[src/rtl/sync_fifo_if.sv]
// Handshake and status bundle between a sync_fifo and its user.
// The master drives write/read/flush requests; the slave (the FIFO) returns data and status.
interface sync_fifo_if #(
  parameter int DATA_WIDTH    = 8,
  parameter int ADDRESS_WIDTH = 4
);
  logic                    flush;
  logic [DATA_WIDTH-1:0]   write_data;
  logic                    write_increment;
  logic                    read_increment;
  logic [DATA_WIDTH-1:0]   read_data;
  logic                    full;
  logic                    empty;
  logic                    almost_full;
  logic                    almost_empty;
  logic [ADDRESS_WIDTH:0]  count;
  logic                    overflow;
  logic                    underflow;

  modport master (
    output flush, write_data, write_increment, read_increment,
    input  read_data, full, empty, almost_full, almost_empty, count, overflow, underflow
  );

  modport slave (
    input  flush, write_data, write_increment, read_increment,
    output read_data, full, empty, almost_full, almost_empty, count, overflow, underflow
  );
endinterface

[src/rtl/sync_fifo.sv]
// Single-clock FIFO with occupancy flags, flush and overflow/underflow pulses; data one cycle after pop,
// or combinational head in show-ahead mode. Writes when full and reads when empty are dropped and flagged.
module sync_fifo #(
  parameter int DATA_WIDTH              = 8,
  parameter int ADDRESS_WIDTH           = 4,
  parameter int ALMOST_FULL_LEVEL       = 12,
  parameter int ALMOST_EMPTY_LEVEL      = 4,
  parameter bit FIRST_WORD_FALL_THROUGH = 1'b0
) (
  input  logic       clock,
  input  logic       reset_n,
  sync_fifo_if.slave fifo
);
  localparam int DEPTH = 2 ** ADDRESS_WIDTH;
  typedef logic [ADDRESS_WIDTH:0] ptr_t;
  localparam ptr_t FULL_COUNT = ptr_t'(DEPTH);
  localparam ptr_t AF_LEVEL   = ptr_t'(ALMOST_FULL_LEVEL);
  localparam ptr_t AE_LEVEL   = ptr_t'(ALMOST_EMPTY_LEVEL);

  if (ALMOST_EMPTY_LEVEL < 0 || ALMOST_EMPTY_LEVEL >= ALMOST_FULL_LEVEL ||
      ALMOST_FULL_LEVEL > DEPTH) begin : g_bad_levels
    $error("sync_fifo: need 0 <= ALMOST_EMPTY_LEVEL < ALMOST_FULL_LEVEL <= DEPTH");
  end

  ptr_t                  wptr_q, wptr_d;
  ptr_t                  rptr_q, rptr_d;
  ptr_t                  count_q, count_d;
  logic                  ovf_q, ovf_d;
  logic                  unf_q, unf_d;
  logic [DATA_WIDTH-1:0] mem_q [DEPTH];
  logic [DATA_WIDTH-1:0] head;
  logic                  full, empty, wr_acc, rd_acc;

  assign full   = (count_q == FULL_COUNT);
  assign empty  = (count_q == '0);
  assign wr_acc = fifo.write_increment & ~full  & ~fifo.flush;
  assign rd_acc = fifo.read_increment  & ~empty & ~fifo.flush;
  assign head   = mem_q[rptr_q[ADDRESS_WIDTH-1:0]];

  always_comb begin
    wptr_d = wptr_q;
    rptr_d = rptr_q;
    if (fifo.flush) begin
      wptr_d = '0;
      rptr_d = '0;
    end else begin
      if (wr_acc) wptr_d = wptr_q + ptr_t'(1);
      if (rd_acc) rptr_d = rptr_q + ptr_t'(1);
    end
    // Extra MSB on the pointers makes the difference span 0..DEPTH without ambiguity.
    count_d = wptr_d - rptr_d;
    ovf_d   = fifo.write_increment & full  & ~fifo.flush;
    unf_d   = fifo.read_increment  & empty & ~fifo.flush;
  end

  always_ff @(posedge clock or negedge reset_n) begin
    if (!reset_n) begin
      wptr_q  <= '0;
      rptr_q  <= '0;
      count_q <= '0;
      ovf_q   <= 1'b0;
      unf_q   <= 1'b0;
    end else begin
      wptr_q  <= wptr_d;
      rptr_q  <= rptr_d;
      count_q <= count_d;
      ovf_q   <= ovf_d;
      unf_q   <= unf_d;
    end
  end

  // Storage is deliberately left unreset; empty/count gate any stale contents.
  always_ff @(posedge clock) begin
    if (wr_acc) mem_q[wptr_q[ADDRESS_WIDTH-1:0]] <= fifo.write_data;
  end

  if (FIRST_WORD_FALL_THROUGH) begin : g_show_ahead
    assign fifo.read_data = empty ? '0 : head;
  end else begin : g_registered
    logic [DATA_WIDTH-1:0] rdata_q, rdata_d;

    always_comb begin
      rdata_d = rdata_q;
      if (rd_acc) rdata_d = head;
    end

    always_ff @(posedge clock or negedge reset_n) begin
      if (!reset_n) rdata_q <= '0;
      else          rdata_q <= rdata_d;
    end

    assign fifo.read_data = rdata_q;
  end

  assign fifo.count        = count_q;
  assign fifo.full         = full;
  assign fifo.empty        = empty;
  assign fifo.almost_full  = (count_q >= AF_LEVEL);
  assign fifo.almost_empty = (count_q <= AE_LEVEL);
  assign fifo.overflow     = ovf_q;
  assign fifo.underflow    = unf_q;
endmodule

[src/flat_wrapper.sv]
// flat-port wrapper written by rule: the top's interface ports become plain ports
module sync_fifo_flat 
#(
  parameter int DATA_WIDTH              = 8,
  parameter int ADDRESS_WIDTH           = 4,
  parameter int ALMOST_FULL_LEVEL       = 12,
  parameter int ALMOST_EMPTY_LEVEL      = 4,
  parameter bit FIRST_WORD_FALL_THROUGH = 1'b0
)
  (clock, reset_n, fifo_flush, fifo_write_data, fifo_write_increment, fifo_read_increment, fifo_read_data, fifo_full, fifo_empty, fifo_almost_full, fifo_almost_empty, fifo_count, fifo_overflow, fifo_underflow);
  sync_fifo_if #(.DATA_WIDTH(DATA_WIDTH), .ADDRESS_WIDTH(ADDRESS_WIDTH)) fifo_i ();
  input  logic clock;
  input  logic reset_n;
  input wire logic [$bits(fifo_i.flush)-1:0] fifo_flush;
  input wire logic [$bits(fifo_i.write_data)-1:0] fifo_write_data;
  input wire logic [$bits(fifo_i.write_increment)-1:0] fifo_write_increment;
  input wire logic [$bits(fifo_i.read_increment)-1:0] fifo_read_increment;
  output wire logic [$bits(fifo_i.read_data)-1:0] fifo_read_data;
  output wire logic [$bits(fifo_i.full)-1:0] fifo_full;
  output wire logic [$bits(fifo_i.empty)-1:0] fifo_empty;
  output wire logic [$bits(fifo_i.almost_full)-1:0] fifo_almost_full;
  output wire logic [$bits(fifo_i.almost_empty)-1:0] fifo_almost_empty;
  output wire logic [$bits(fifo_i.count)-1:0] fifo_count;
  output wire logic [$bits(fifo_i.overflow)-1:0] fifo_overflow;
  output wire logic [$bits(fifo_i.underflow)-1:0] fifo_underflow;
  assign fifo_i.flush = fifo_flush;
  assign fifo_i.write_data = fifo_write_data;
  assign fifo_i.write_increment = fifo_write_increment;
  assign fifo_i.read_increment = fifo_read_increment;
  assign fifo_read_data = fifo_i.read_data;
  assign fifo_full = fifo_i.full;
  assign fifo_empty = fifo_i.empty;
  assign fifo_almost_full = fifo_i.almost_full;
  assign fifo_almost_empty = fifo_i.almost_empty;
  assign fifo_count = fifo_i.count;
  assign fifo_overflow = fifo_i.overflow;
  assign fifo_underflow = fifo_i.underflow;
  sync_fifo #(.DATA_WIDTH(DATA_WIDTH), .ADDRESS_WIDTH(ADDRESS_WIDTH), .ALMOST_FULL_LEVEL(ALMOST_FULL_LEVEL), .ALMOST_EMPTY_LEVEL(ALMOST_EMPTY_LEVEL), .FIRST_WORD_FALL_THROUGH(FIRST_WORD_FALL_THROUGH)) u_core (.clock(clock), .reset_n(reset_n), .fifo(fifo_i));
endmodule
[config.mk]
export PLATFORM = sky130hd
export DESIGN_NAME = sync_fifo_flat
export DESIGN_NICKNAME = d
export VERILOG_FILES = /design/src/rtl/sync_fifo_if.sv /design/src/rtl/sync_fifo.sv /design/src/flat_wrapper.sv
export SDC_FILE = /design/constraint.sdc
export NUM_CORES = 1
export LEC_CHECK = 0
export BUFFER_PORTS_ARGS = -buffer_cell sky130_fd_sc_hd__buf_2
export CAP_MARGIN = 5
export CORE_ASPECT_RATIO = 1.75
export CORE_MARGIN = 2
export CORE_UTILIZATION = 60
export CTS_BUF_LIST = sky130_fd_sc_hd__clkbuf_4
export DETAILED_ROUTE_END_ITERATION = 16
export MAX_ROUTING_LAYER = met4
export PLACE_DENSITY = 0.83
export SYNTH_ARGS = -nofsm -noshare
export SYNTH_HDL_FRONTEND = slang
export SYNTH_SLANG_ARGS = --single-unit
[constraint.sdc]
create_clock -name clock -period 6.39 [get_ports clock]
set_input_delay 1.278 -clock clock [delete_from_list [all_inputs] [get_ports clock]]
set_output_delay 1.278 -clock clock [all_outputs]
set_load 0.01 [all_outputs]
Word level (Yosys, flattened, before mapping). Memory sizes are Yosys's and may differ from the RTL's. A register that Yosys moved wholly into a read port is not among the register bits. Cells that the tools add are included.

Register bits: 17. Bits in writable memories: 128. Input bits: 13. Output and inout port bits: 19. Word-level logic and storage cells: 31. Memories: 1.

Add/sub/neg operators: 3. Magnitude comparators: 2. Equal/unequal tests: 1. Mux-type cells: 6. Bitwise operators: 11. Reduce and logical (&&, ||, !) cells: 2.

Memories: u_core.mem_q (words 16, width 8, rd ports 1, clocked after Yosys merged registers in 1, wr ports 1, RTL line sync_fifo.sv:30) `logic [DATA_WIDTH-1:0] mem_q [DEPTH];`.

Operators with widths (number): $mux W5 (4); $add A5 B1 Y5 const B (2); $and A1 B1 Y1 (8); $eq A5 B5 Y1 const B (1); $ge A5 B4 Y1 const B (1); $le A5 B3 Y1 const B (1); $logic_not A5 Y1 (1); $sub A5 B5 Y5 (1); $not A1 Y1 (3); $mux W1 (2); $logic_not A1 Y1 (1).

Logic depth before layout (Yosys ltp).
Word-level depth: 7. Mapped depth: 11. Depth with buffers taken out: 10.

Worst setup path before layout. OpenSTA, ideal clock, no wires.

Kind: in2reg. Start: in fifo_flush. End: reg u_core.count_q[4] (netlist: u_core.fifo.count[4]). Setup time: 0.134 ns. Data arrival time: 2.922 ns. Required time: 6.256 ns. Path slack: 3.334 ns. Stages: 10. Path buffers: 0. Cells stage by stage: nand2b_1 -> a21oi_1 -> xnor2_1 -> or2_1 -> ha_1 -> inv_1 -> fa_1 -> nand3_1 -> nand2_1 -> xnor3_1.

Cells in the longest elaborated chain, start to end: 5. Elaborated cells between the ends (all ways): 8. Those cells by class: add/sub (1); mux (4); bitwise (3).

RTL lines: start, declared (RTL line flat_wrapper.sv:14) `input wire logic [$bits(fifo_i.flush)-1:0] fifo_flush;`; $not A1 Y1 (RTL line sync_fifo.sv:36, sync_fifo.sv:37); $and A1 B1 Y1, on equally long branches (RTL line sync_fifo.sv:36, sync_fifo.sv:37); $mux W5, on equally long branches (RTL line sync_fifo.sv:47, sync_fifo.sv:48); $mux W5 (RTL line sync_fifo.sv:43) `if (fifo.flush) begin`; $sub A5 B5 Y5 * (RTL line sync_fifo.sv:51) `count_d = wptr_d - rptr_d;`; named net u_core.count_d[4] (RTL line sync_fifo.sv:27) `ptr_t count_q, count_d;`; end signal, assigned (RTL line sync_fifo.sv:66) `count_q <= count_d;`; end, declared (RTL line sync_fifo.sv:27).

The timed path passes the listed nets; every way through them passes the cells marked *.

Final worst setup path.
Start: reg u_core.count_q[2] (netlist: u_core.fifo.count[2]). End: out fifo_full.

Cells in the longest elaborated chain, start to end: 1.

RTL lines: $eq A5 B5 Y1 (RTL line sync_fifo.sv:34) `assign full = (count_q == FULL_COUNT);`; end, declared (RTL line flat_wrapper.sv:19) `output wire logic [$bits(fifo_i.full)-1:0] fifo_full;`.

Every way passes these cells.

==> flow_metrics.env <==
export IMPL_status="finished, final reports clean"
export IMPL_hold_class="flip-flop to flip-flop"
export IMPL_crit_cells=4
export IMPL_power_density_mw_per_mm2=332
export IMPL_wirelength_um=12500
export IMPL_finalNonFillerCells=506
export IMPL_grt_pass1_wl_um=18900
export IMPL_worst_path_buf_inv=2
export IMPL_clock_path_buffers=2
export IMPL_port_buffers=31
export IMPL_holdPathStages=1
export IMPL_post_cts_buffers=0
export IMPL_arrival_ps=1770
export IMPL_cts_root_buf="clkbuf_4"
export IMPL_cts_resized=0
export IMPL_drv_cap=0
export IMPL_critical_path_startpoint_type="flip-flop"
export IMPL_yosysTopAreaCell="edfxtp_1"
export IMPL_yosys_warnings=0
export IMPL_area_growth_pct=8.30
export IMPL_die_y_um=140
export IMPL_r2r_start="u_core.rptr_q[0]"
export IMPL_core_mm2=0.0103
export IMPL_initial_core_util_pct=61.6
export IMPL_critPathKind="flip-flop to output pin"
export IMPL_rr_worst_depth=8
export IMPL_final_hold_violation_count=0
export IMPL_worstHoldStart="u_core.fifo.read_data[7]"
export IMPL_synth_edf_count=128
export IMPL_hold_buffers=0
export IMPL_netlist_instances=328
export IMPL_synth_nets=351
export IMPL_power_leakage_nw=2.44
export IMPL_hpwl_um=7900
export IMPL_async_flop_share_pct=16.3
export IMPL_vdd_ir_drop_max_uv=286
export IMPL_insertion_delay_ps=540
export IMPL_wl_per_cell_um=24.7
export IMPL_min_to="u_core.fifo.read_data[7]"
export IMPL_fin_crit_sh_pct=47.7
export IMPL_clock_skew_ps=19.5
export IMPL_die_area_mm2=0.0115
export IMPL_cts_buffers=17
export IMPL_endpoint_kind="output pin"
export IMPL_first_iter_violations=241
export IMPL_worst_slew_pin_transition_ps=1070
export IMPL_critical_path_max_stage_delay_ps=450
export IMPL_crit_required_ps=5110
export IMPL_row_count=49
export IMPL_crit_path_top_delay_cell="dfrtp_1"
export IMPL_grt_setup_unrepaired="no"
export IMPL_drive_above_1_share_pct=24.3
export IMPL_synth_top_cell_area_share_pct=60.5
export IMPL_fin_ws_ps=3340
export IMPL_slew_headroom_pct=28.3
export IMPL_setup_violations=0
export IMPL_min_period_ps=3050
export IMPL_synthTopCellsByArea="edfxtp_1 61%, dfrtp_1 9.9%, mux4_1 8.7%, mux4_2 3.9%, ha_1 1.8%"
export IMPL_dr_pass1_iters=4
export IMPL_grt_overflow=0
export IMPL_antenna_found_initial=1
export IMPL_place_congestion=0.818
export IMPL_ioPinCount=32
export IMPL_final_cell_mix="128 x edfxtp_1, 31 x buf_2, 24 x dfrtp_1"
export IMPL_whs_ps=518
export IMPL_drc=0
export IMPL_ys_seq_elements=153
export IMPL_maxSlewViolCount=0
export IMPL_dpl_cell_area_mm2=0.00658
export IMPL_dp_cells=473
export IMPL_fmax_mhz=328
export IMPL_clkSinkCount=153
export IMPL_crit_chain="nor3_2 -> nand2_1 -> inv_2 -> buf_2"
export IMPL_chipWidth_um=81.8
export IMPL_ys_types=42
export IMPL_dp_slack_ps=2880
export IMPL_antenna_left=0
export IMPL_grtUsageTotal_pct=25.1
export IMPL_htreeDepth=4
export IMPL_grt_max_degree=36
export IMPL_nets=388
export IMPL_cp_top_family="simple AND/OR/NAND/NOR gates"
export IMPL_vias_per_cell=6.22
export IMPL_grt_pass1_vias=3257
export IMPL_clk_pin_slew_ps=130
export IMPL_r2r_slack_ps=3680
export IMPL_syn_cell_area_mm2=0.00635
export IMPL_reg2reg_to="u_core.fifo.count[4]"
export IMPL_synth_ff_type="edfxtp_1"
export IMPL_cts_tree="built"
export IMPL_layout_commonest_cell="edfxtp_1"
export IMPL_via_count=3146
export IMPL_final_cell_area_mm2=0.00688
export IMPL_synth_area_per_cell_um2=19.4
export IMPL_ys_seq_area_share_pct=70.4
export IMPL_cp_max_fo=6
export IMPL_setup_tns_ps=0
logic make-up (layout without fill, tap and decap cells):
logic type	after synthesis	count (layout)	share of synthesized area (%)
DFF	153	153	70.4
and+or+nand+nor	56	56	5.38
muxes	49	49	15.4
AOI/OAI and AO/OA	26	26	2.76
buffers and inverters	23	73	2.21
xor gates and xnor gates	11	11	1.73
adders and majority gates	10	10	2.09
other	0	1	0
area by class of cell:
cell class / count / area [µm²]
flip-flops and latches: 153 / 4470
fillers: 710 / 3420
multi-input cells: 152 / 1740
repair buffers: 34 / 178
well taps: 127 / 159
clock inverters: 13 / 153
clock buffers: 19 / 143
inverters: 7 / 26.3
diodes: 1 / 2.50
metrics by stage:
| step | util [%] | power [W] |
|---|---|---|
| floorplan | - | 0.00157 |
| global placement | 63.9 | 0.00169 |
| detailed placement | 63.9 | 0.00171 |
| CTS | 66.7 | 0.00230 |
| global route | 66.8 | 0.00239 |
| finish | 66.8 | 0.00228 |
cell usage after synthesis, types with 3 or more instances:
library cell  count
nor3_1            3
mux4_1           21
mux2_2            8
dfrtp_1          25
mux2i_1           9
buf_2             3
ha_1              9
or2_1             4
nand2_1           5
and3b_1           5
and3_1            8
a21oi_1          13
nor2b_1           9
a211oi_2          3
clkbuf_1          6
edfxtp_1        128
xor2_1            5
mux4_2           11
nor2_1            9
inv_1             6
nand4_1           4
and4_1            3
a211oi_1          5
xnor2_1           5
routing by layer:
layer,track usage (%),part of all wire [%]
met1,28.7,36
met2,41.1,55
met4,11.8,4.2
met5,-,0
met3,5.73,4.7
flip-flops by register name (all words and copies together) (netlist names):
name                   flops
u_core.rptr_q              5
u_core.wptr_q              5
u_core.fifo.read_data      8
u_core.mem_q             128
u_core.fifo.count          5
u_core.fifo.overflow       1
u_core.fifo.underflow      1
worst max-delay path by stage:
stage | start | end | slack [ps]
6_report | u_core.fifo.count[2] | fifo_full | 3340
5_1_grt | u_core.fifo.count[2] | fifo_full | 3160
4_1_cts | u_core.fifo.count[2] | fifo_full | 3300
3_5_place_dp | fifo_flush | u_core.fifo.count[4] | 2880
3_3_place_gp | fifo_flush | u_core.fifo.count[4] | 2950
2_1_floorplan | fifo_flush | u_core.fifo.count[4] | 3330
power breakdown:
part	internal [W]	leakage (nW)	total, W	switching (W)
Combinational	0.000248	0.818	0.000461	0.000212
Sequential	0.00114	1.47	0.00122	0.0000803
Clock	0.000277	0.152	0.000604	0.000328
Note: power is estimated with default switching activity, not from simulation.
